### src/rtl/torus_sink_pkg.sv
// +----------------------------------------------------------------------------+
// | torus_sink_pkg                                                             |
// | Shared NoC test definitions: field widths, payload offsets, error codes.   |
// | Rev 1.0                                                                    |
// +----------------------------------------------------------------------------+
`default_nettype none

package torus_sink_pkg;

    localparam logic [1:0] ERR_NONE  = 2'd0;
    localparam logic [1:0] ERR_DST   = 2'd1;
    localparam logic [1:0] ERR_DUP   = 2'd2;
    localparam logic [1:0] ERR_RANGE = 2'd3;

    // Field widths never collapse to zero, so 1-wide dimensions still decode.
    function automatic int clog2_min1(input int value);
        int w;
        w = $clog2(value);
        return (w < 1) ? 1 : w;
    endfunction

    function automatic int seq_lsb();
        return 0;
    endfunction

    function automatic int src_x_lsb(input int sw);
        return sw;
    endfunction

    function automatic int src_y_lsb(input int sw, input int xw);
        return sw + xw;
    endfunction

endpackage

`default_nettype wire

### src/rtl/sink_scoreboard.sv
// +----------------------------------------------------------------------------+
// | sink_scoreboard                                                            |
// | Delivery bitmap with single-cycle test-and-set port and synchronous clear. |
// | Rev 1.0                                                                    |
// +----------------------------------------------------------------------------+
`default_nettype none

module sink_scoreboard #(
    parameter int DEPTH = 320,
    parameter int IW    = 9
) (
    input  logic          clk,
    input  logic          rst,
    input  logic [IW-1:0] i_idx,
    input  logic          i_set,
    output logic          o_hit
);

    logic [DEPTH-1:0] r_bits;
    logic             w_in_range;

    assign w_in_range = (int'(i_idx) < DEPTH);
    assign o_hit      = w_in_range ? r_bits[i_idx] : 1'b0;

    always_ff @(posedge clk) begin
        if (rst) begin
            r_bits <= '0;
        end else if (i_set && w_in_range) begin
            r_bits[i_idx] <= 1'b1;
        end
    end

endmodule

`default_nettype wire

### src/rtl/torus_sink.sv
// +----------------------------------------------------------------------------+
// | torus_sink                                                                 |
// | Per-node packet receiver: destination/range/duplicate checks and counting. |
// | Rev 1.0                                                                    |
// +----------------------------------------------------------------------------+
`default_nettype none

module torus_sink
    import torus_sink_pkg::*;
#(
    parameter int D_W      = 16,
    parameter int X_DIM    = 4,
    parameter int Y_DIM    = 4,
    parameter int MEM_D    = 20,
    parameter int MY_X     = 0,
    parameter int MY_Y     = 0,
    parameter int EXP_PKTS = 20
) (
    input  logic                                                     clk,
    input  logic                                                     rst,
    input  logic                                                     i_valid,
    input  logic [clog2_min1(Y_DIM)+clog2_min1(X_DIM)+D_W-1:0]       i_data,
    output logic [clog2_min1(EXP_PKTS+1)-1:0]                        o_count,
    output logic                                                     o_done,
    output logic                                                     o_err,
    output logic [1:0]                                               o_err_code,
    output logic [clog2_min1(Y_DIM)+clog2_min1(X_DIM)+D_W-1:0]       o_err_data
);

    localparam int c_xw    = clog2_min1(X_DIM);
    localparam int c_yw    = clog2_min1(Y_DIM);
    localparam int c_sw    = clog2_min1(MEM_D);
    localparam int c_cw    = clog2_min1(EXP_PKTS + 1);
    localparam int c_iw    = c_yw + c_xw + D_W;
    localparam int c_depth = X_DIM * Y_DIM * MEM_D;
    localparam int c_bw    = clog2_min1(c_depth);

    logic [c_yw-1:0] w_dst_y;
    logic [c_xw-1:0] w_dst_x;
    logic [c_yw-1:0] w_src_y;
    logic [c_xw-1:0] w_src_x;
    logic [c_sw-1:0] w_seq;
    logic [c_bw-1:0] w_idx;
    logic            w_hit;
    logic [1:0]      w_code;
    logic            w_accept;

    logic [c_cw-1:0] r_count;
    logic            r_done;
    logic            r_err;
    logic [1:0]      r_err_code;
    logic [c_iw-1:0] r_err_data;

    assign w_dst_y = i_data[c_iw-1 -: c_yw];
    assign w_dst_x = i_data[D_W +: c_xw];
    assign w_src_y = i_data[src_y_lsb(c_sw, c_xw) +: c_yw];
    assign w_src_x = i_data[src_x_lsb(c_sw) +: c_xw];
    assign w_seq   = i_data[seq_lsb() +: c_sw];

    assign w_idx = c_bw'((int'(w_src_y) * X_DIM + int'(w_src_x)) * MEM_D + int'(w_seq));

    always_comb begin
        w_code = ERR_NONE;
        if ((w_dst_x != c_xw'(MY_X)) || (w_dst_y != c_yw'(MY_Y))) begin
            w_code = ERR_DST;
        end else if ((int'(w_seq) >= MEM_D) || (int'(w_src_x) >= X_DIM) ||
                     (int'(w_src_y) >= Y_DIM)) begin
            w_code = ERR_RANGE;
        end else if (w_hit) begin
            w_code = ERR_DUP;
        end
    end

    assign w_accept = i_valid && (w_code == ERR_NONE);

    sink_scoreboard #(
        .DEPTH (c_depth),
        .IW    (c_bw)
    ) u_scoreboard (
        .clk   (clk),
        .rst   (rst),
        .i_idx (w_idx),
        .i_set (w_accept),
        .o_hit (w_hit)
    );

    always_ff @(posedge clk) begin
        if (rst) begin
            r_count    <= '0;
            r_done     <= 1'b0;
            r_err      <= 1'b0;
            r_err_code <= ERR_NONE;
            r_err_data <= '0;
        end else if (i_valid) begin
            if (w_accept) begin
                if (r_count != c_cw'(EXP_PKTS)) begin
                    r_count <= r_count + c_cw'(1);
                end
                if (r_count == c_cw'(EXP_PKTS - 1)) begin
                    r_done <= 1'b1;
                end
            end else begin
                r_err <= 1'b1;
                // Only the first error is kept for post-mortem.
                if (!r_err) begin
                    r_err_code <= w_code;
                    r_err_data <= i_data;
                end
            end
        end
    end

    assign o_count    = r_count;
    assign o_done     = r_done;
    assign o_err      = r_err;
    assign o_err_code = r_err_code;
    assign o_err_data = r_err_data;

endmodule

`default_nettype wire

### config.mk
export PLATFORM = sky130hd
export DESIGN_NAME = torus_sink
export DESIGN_NICKNAME = d
export VERILOG_FILES = /design/src/rtl/torus_sink_pkg.sv /design/src/rtl/sink_scoreboard.sv /design/src/rtl/torus_sink.sv
export SDC_FILE = /design/constraint.sdc
export NUM_CORES = 1
export LEC_CHECK = 0
export CORE_MARGIN = 2
export CORE_UTILIZATION = 40
export DETAILED_ROUTE_END_ITERATION = 16
export PLACE_DENSITY_LB_ADDON = 0.2
export SETUP_SLACK_MARGIN = 0.2
export SLEW_MARGIN = 15
export SYNTH_ARGS = -nofsm -noshare
export SYNTH_HDL_FRONTEND = slang
export SYNTH_SLANG_ARGS = --single-unit
### constraint.sdc
create_clock -name clk -period 9.42 [get_ports clk]
set_input_delay 2.355 -clock clk [delete_from_list [all_inputs] [get_ports clk]]
set_output_delay 2.355 -clock clk [all_outputs]
set_load 0.05 [all_outputs]
# == After elaboration in Yosys (flattened, before gate mapping) ==
# Index checks and enable logic that the tools add are counted.
# totals
output_inout_bits,29
input_bits,23
register_bits,349
elab_cells,38
# classes
n_mul,1
order_cmp,4
addsub,3
eq_ne,2
muxes,8
n_bitwise,3
n_reduce_logical,11
# ops
op,n
OR 320 bit,1
"less-than comparator 9 x 10 -> 1 bit, second input constant",1
adder 9 x 5 -> 9 bit,1
binary-select mux 1 bit (select 9 bit),1
demux 1 bit (select 9 bit),1
"greater-or-equal comparator 9 x 1 -> 1 bit, second input constant",1
"less-than comparator 9 bit, second input constant",1
AND reduction 3 bit,3
"multiplier 5 x 3 -> 7 bit, second input constant",1
2-to-1 mux 2 bit,3
adder 4 x 2 -> 5 bit,1
"adder 5 x 1 -> 5 bit, second input constant",1
"== test 5 bit, second input constant",1
"greater-or-equal comparator 5 bit, second input constant",1
"inequality test 5 bit, second input constant",1
nonzero test 2 bit,2
logical AND 1 bit,3
2-to-1 mux 1 bit,3
zero test 2 bit,1
inverter 1 bit,2
AND reduction 2 bit,1
logical OR 1 bit,1

# == Depth between registers and ports, before layout ==
# depth
ltp_word,13
depth_mapped,16
depth_no_buf,11

# == Hierarchy ==
# Synthesis repeated with hierarchy kept, for this count alone.
# hier_totals
cells_unflattened,1484
area_unflattened_um2,14108.5
# by_module_without_submodules
mod,instances,area_per_inst_um2,seq_area_each_um2,cells_each
sink_scoreboard,1,12685.9,6406.1,1319
torus_sink,1,1422.6,580.6,165

# == Worst setup path before layout ==
# OpenSTA, ideal clock, no wires.
# synth_timing
kind,in2reg
from,input i_data[6]
to,register u_scoreboard.r_bits[150]
required_time_ps,9276
arrival_time_ps,5539
path_buffers,4
setup_ps,144
setup_slack_ps,3737
path_stages,15
cell_sequence,ha_1 > ha_1 > fa_1 > clkbuf_1 > inv_1 > nor2_1 > a21boi_0 > a311oi_1 > o221ai_1 > and3b_1 > buf_2 > buf_4 > nand3_2 > buf_2 > o22ai_1
# synth_between
elab_chain_cells,12
elab_cells_between_ends,19
classes_between,add/sub (2); mul (1); order compare (3); mux (8); bitwise (1); reduce/logical (4)
# synth_lines
element,line,text
"start, declared",torus_sink.sv:22,"input logic [clog2_min1(Y_DIM)+clog2_min1(X_DIM)+D_W-1:0] i_data,"
adder 4 x 2 -> 5 bit (*),torus_sink.sv:60,assign w_idx = c_bw'((int'(w_src_y) * X_DIM + int'(w_src_x)) * MEM_D + int'(w_seq));
multiplier 5 x 3 -> 7 bit (*),torus_sink.sv:60,
adder 9 x 5 -> 9 bit (*),torus_sink.sv:60,
binary-select mux 1 bit (select 9 bit),sink_scoreboard.sv:23,assign o_hit = w_in_range ? r_bits[i_idx] : 1'b0;
2-to-1 mux 1 bit (not written as such),sink_scoreboard.sv:23,
2-to-1 mux 1 bit,sink_scoreboard.sv:23,
2-to-1 mux 2 bit,torus_sink.sv:69,end else if (w_hit) begin
2-to-1 mux 2 bit,torus_sink.sv:66,end else if ((int'(w_seq) >= MEM_D) || (int'(w_src_x) >= X_DIM) ||
2-to-1 mux 2 bit,torus_sink.sv:64,if ((w_dst_x != c_xw'(MY_X)) || (w_dst_y != c_yw'(MY_Y))) begin
zero test 2 bit,torus_sink.sv:74,assign w_accept = i_valid && (w_code == ERR_NONE);
logical AND 1 bit,torus_sink.sv:74,
logical AND 1 bit,sink_scoreboard.sv:28,end else if (i_set && w_in_range) begin
"end signal, assigned",sink_scoreboard.sv:27,r_bits <= '0;
"end signal, assigned by index",sink_scoreboard.sv:29,r_bits[i_idx] <= 1'b1;
"end, declared",sink_scoreboard.sv:19,logic [DEPTH-1:0] r_bits;
# Every way passes the cells marked *; elsewhere a longest branch is shown, timed or not. The select of a mux whose other input is x is not followed.
# A chain may end at the register's enable or synchronous reset.

# == Worst setup path after layout ==
# layout_timing
from,input i_data[8]
to,register r_err_data[17] (netlist: o_err_data[17])
# layout_between
elab_chain_cells,13
elab_cells_between_ends,14
classes_between,add/sub (2); mul (1); order compare (1); mux (6); bitwise (1); reduce/logical (3)
# layout_lines
element,line,text
adder 4 x 2 -> 5 bit (*),torus_sink.sv:60,
multiplier 5 x 3 -> 7 bit (*),torus_sink.sv:60,
adder 9 x 5 -> 9 bit (*),torus_sink.sv:60,
binary-select mux 1 bit (select 9 bit),sink_scoreboard.sv:23,
2-to-1 mux 1 bit (not written as such),sink_scoreboard.sv:23,
2-to-1 mux 1 bit (*),sink_scoreboard.sv:23,
2-to-1 mux 2 bit (*),torus_sink.sv:69,
2-to-1 mux 2 bit (*),torus_sink.sv:66,
2-to-1 mux 2 bit (*),torus_sink.sv:64,
zero test 2 bit (*),torus_sink.sv:74,
logical AND 1 bit (*),torus_sink.sv:74,
inverter 1 bit (no line) (*),-,
AND reduction 3 bit (no line) (*),-,
"end signal, assigned",torus_sink.sv:107,r_err_data <= i_data;
"end, declared",torus_sink.sv:52,logic [c_iw-1:0] r_err_data;
# Marks and branches as above.

==> metrics.yaml <==
status: "complete, no violations"
synth-seq-cells: 349
synth_top_cell_by_area: "dfxtp_1"
hold_class: "reg2reg"
crit_chain: "clkdlybuf4s50_1, ha_1, ha_1, fa_1, and4b_1, a31oi_1, a311oi_1, o221ai_1, o211a_1, buf_4, a31oi_4, mux2i_1"
die_h_um: 201
power_frac_seq: 0.445
place_congestion: 0.828
ctsResizeCount: 0
dp.cells: 2029
use_met2: 0.310
grt_overflow: 0
path_class: "in2reg"
cts_buffer_depth: 3
rows: 72
hold_viol: 0
top_usage_layer: "met2"
fp.dieW_um: 201
p_switching_uw: 817
fp.dieArea_um2: 40500
cts.clk_slew.worst_paths_ns: 0.05
num_antenna_cells: 0
core_area_um2: 38500
rsz0062_at_grt: "no"
synth_fp_nets: 1595
cp.required_ns: 9.87
fillCellCount: 3664
final-setup-viol-count: 0
power_mw: 3.34
dr.pass1.iters: 5
worst_path_most_repeated_cell: "ha_1"
power.internal_mw: 2.53
gr-usage-met1: 0.274
grt.total_usage: 0.197
yosys_warnings: 0
antenna_left: 0
max_clock_freq_mhz: 137
synth_cell_types: 64
switching_share: 0.244
synth_area_leaders: "dfxtp_1, o22ai_1, mux4_2"
start_kind: "input pin"
drcViolationCount: 0
syn_avg_cell_area_um2: 9.96
clock-sinks: 349
async_flop_share: 0
finalClockSkew_ns: 0.0210
layout.nets: 1586
io_pins: 52
slew_violations: 0
synthCells: 1561
tightest_slew_ns: 1.10
fin_util: 0.457
yosysSeqAreaShare: 0.449
finish.instance_area_um2: 17600
slew_headroom: 0.266
dpl_worst_slack_ns: 1.72
finalCritPeriodShare: 0.774
grt_pass1_vias: 10900
ir_worst_vdd_mv: 0.0992
critPathMaxStageDelay_ns: 0.81
io_buffer_count: 51
cts_hold_buf: 0
drt_iter0_markers: 942
antenna_found_initial: 0
hpwl_um: 24200
p_clk_frac: 0.457
htreeDepth: 2
cts_tree: "built"
crit_arrival_ns: 7.75
maxCapViolations: 0
wirelength_um: 40200
use_met3: 0.0358
p_leak_nw: 5.57
grt_max_degree: 211
crit_path_top_delay_cell: "clkdlybuf4s50_1"
routedWlPerCell_um: 19.2
critPathMaxFanout: 21
pwr_density_cell_nw_per_um2: 190
synth_top_area_share: 0.449
whs_ns: 0.468
num_vias: 11300
clock_latency_ns: 0.54
cts_buffers: 39
combPwrFrac: 0.099
synthFlopType: "dfxtp_1"
fin_tns_setup_ns: 0
min_period_ns: 7.30
drive_above_1_share: 0.156
post_cts.repair.setup_buffers: 0
cts-root-buf: "clkbuf_16"
setup_ws_ns: 2.12
stdcell_count: 2096
synth_edf_count: 0
synth.cell_area_um2: 15500
grt_pass1_wl_um: 63100
crit_path_end_kind: "register"
via_per_inst: 5.40
initial_core_util: 0.404
dpl_cell_area_um2: 16300
syn_to_final_growth_pct: 13.2
==> cells in the final DEF (no fill, tap or decap), drive strengths merged, types with 10 or more instances in the layout <==
master         instances
nand2b                49
nand3                 29
nand2                 31
o22ai                324
o21ai                 14
a22oi                 21
nor3                  17
buf                   23
nor2                  19
inv                  331
mux2i                 73
clkbuf                61
o211ai                10
a31oi                 11
mux4                  64
dfxtp                349
clkdlybuf4s50         48
==> layout make-up <==
type,count,area [um2],area share
clock inverter,6,80.1,0.00455
timing repair buffer,71,673,0.0383
tap,518,648,0.0368
multi-input combinational,760,6740,0.383
clock buffer,61,1220,0.0694
inverter,331,1240,0.0706
sequential,349,6990,0.397
==> critical path: cells and delay by family <==
kind                       cells  cell delay, ns
AOI/OAI and AO/OA              5            2.35
adders and majority gates      3            1.29
buffers and inverters          2            1.16
muxes                          1            0.26
and+or+nand+nor                1            0.30
==> routing by layer <==
layer | vias up | wire, um | share of wire
met5 | - | 0 | 0
met4 | 0 | 1140 | 0.028
met3 | 71 | 2310 | 0.057
met2 | 268 | 17800 | 0.44
met1 | 5463 | 18900 | 0.47
li1 | 5506 | - | -
==> flip-flops by register name, indices dropped and copies added, names as in the netlist <==
| name | flops |
|---|---|
| o_err_data | 20 |
| u_scoreboard.r_bits | 320 |
| o_err | 1 |
| o_done | 1 |
| o_err_code | 2 |
| o_count | 5 |
==> synth_stat cells, drive strengths merged, types with 3 or more instances <==
cell / instances
dfxtp: 349
o22ai: 324
nand3: 29
o21ai: 14
a31oi: 11
ha: 9
nand2: 31
mux4: 64
and3: 3
a221oi: 4
clkbuf: 77
inv: 331
nor4: 6
and2: 4
a22o: 4
nor3: 17
a22oi: 21
nand4: 5
mux2i: 73
o22a: 3
or2: 4
buf: 44
nand2b: 49
nor2b: 9
a21oi: 5
o211ai: 10
nor2: 19
a311oi: 3
mux2: 6
==> worst paths after layout <==
check,startpoint,end,slack [ns],cells after the start
worst max register to register,u_scoreboard.r_bits[247]$_SDFFE_PP0P_,u_scoreboard.r_bits[240]$_SDFFE_PP0P_,5.90,8
worst min-delay path,u_scoreboard.r_bits[45]$_SDFFE_PP0P_,u_scoreboard.r_bits[45]$_SDFFE_PP0P_,0.47,2
worst max-delay path,i_data[8],o_err_data[17]$_SDFFE_PP0P_,2.12,12
worst min register to register,u_scoreboard.r_bits[45]$_SDFFE_PP0P_,u_scoreboard.r_bits[45]$_SDFFE_PP0P_,0.47,2
==> power groups by stage <==
stage,registers (mW),clock network [mW],logic (mW)
2_1_floorplan,1.54,0,0.213
3_3_place_gp,1.52,0,0.325
3_5_place_dp,1.52,0,0.328
4_1_cts,1.49,1.57,0.328
5_1_grt,1.49,1.62,0.354
6_report,1.49,1.53,0.330
==> cells by family (layout without fill, tap and decap cells) <==
family | Yosys count | after routing | synth area share
flops | 349 | 349 | 0.449
xor+xnor | 4 | 4 | 0.00225
buf+inv | 452 | 469 | 0.118
simple gates | 189 | 189 | 0.0755
fa+ha+maj | 11 | 11 | 0.00982
mux | 143 | 143 | 0.144
compound gates | 413 | 413 | 0.200
No activity file was read; power rests on OpenSTA's default activity.
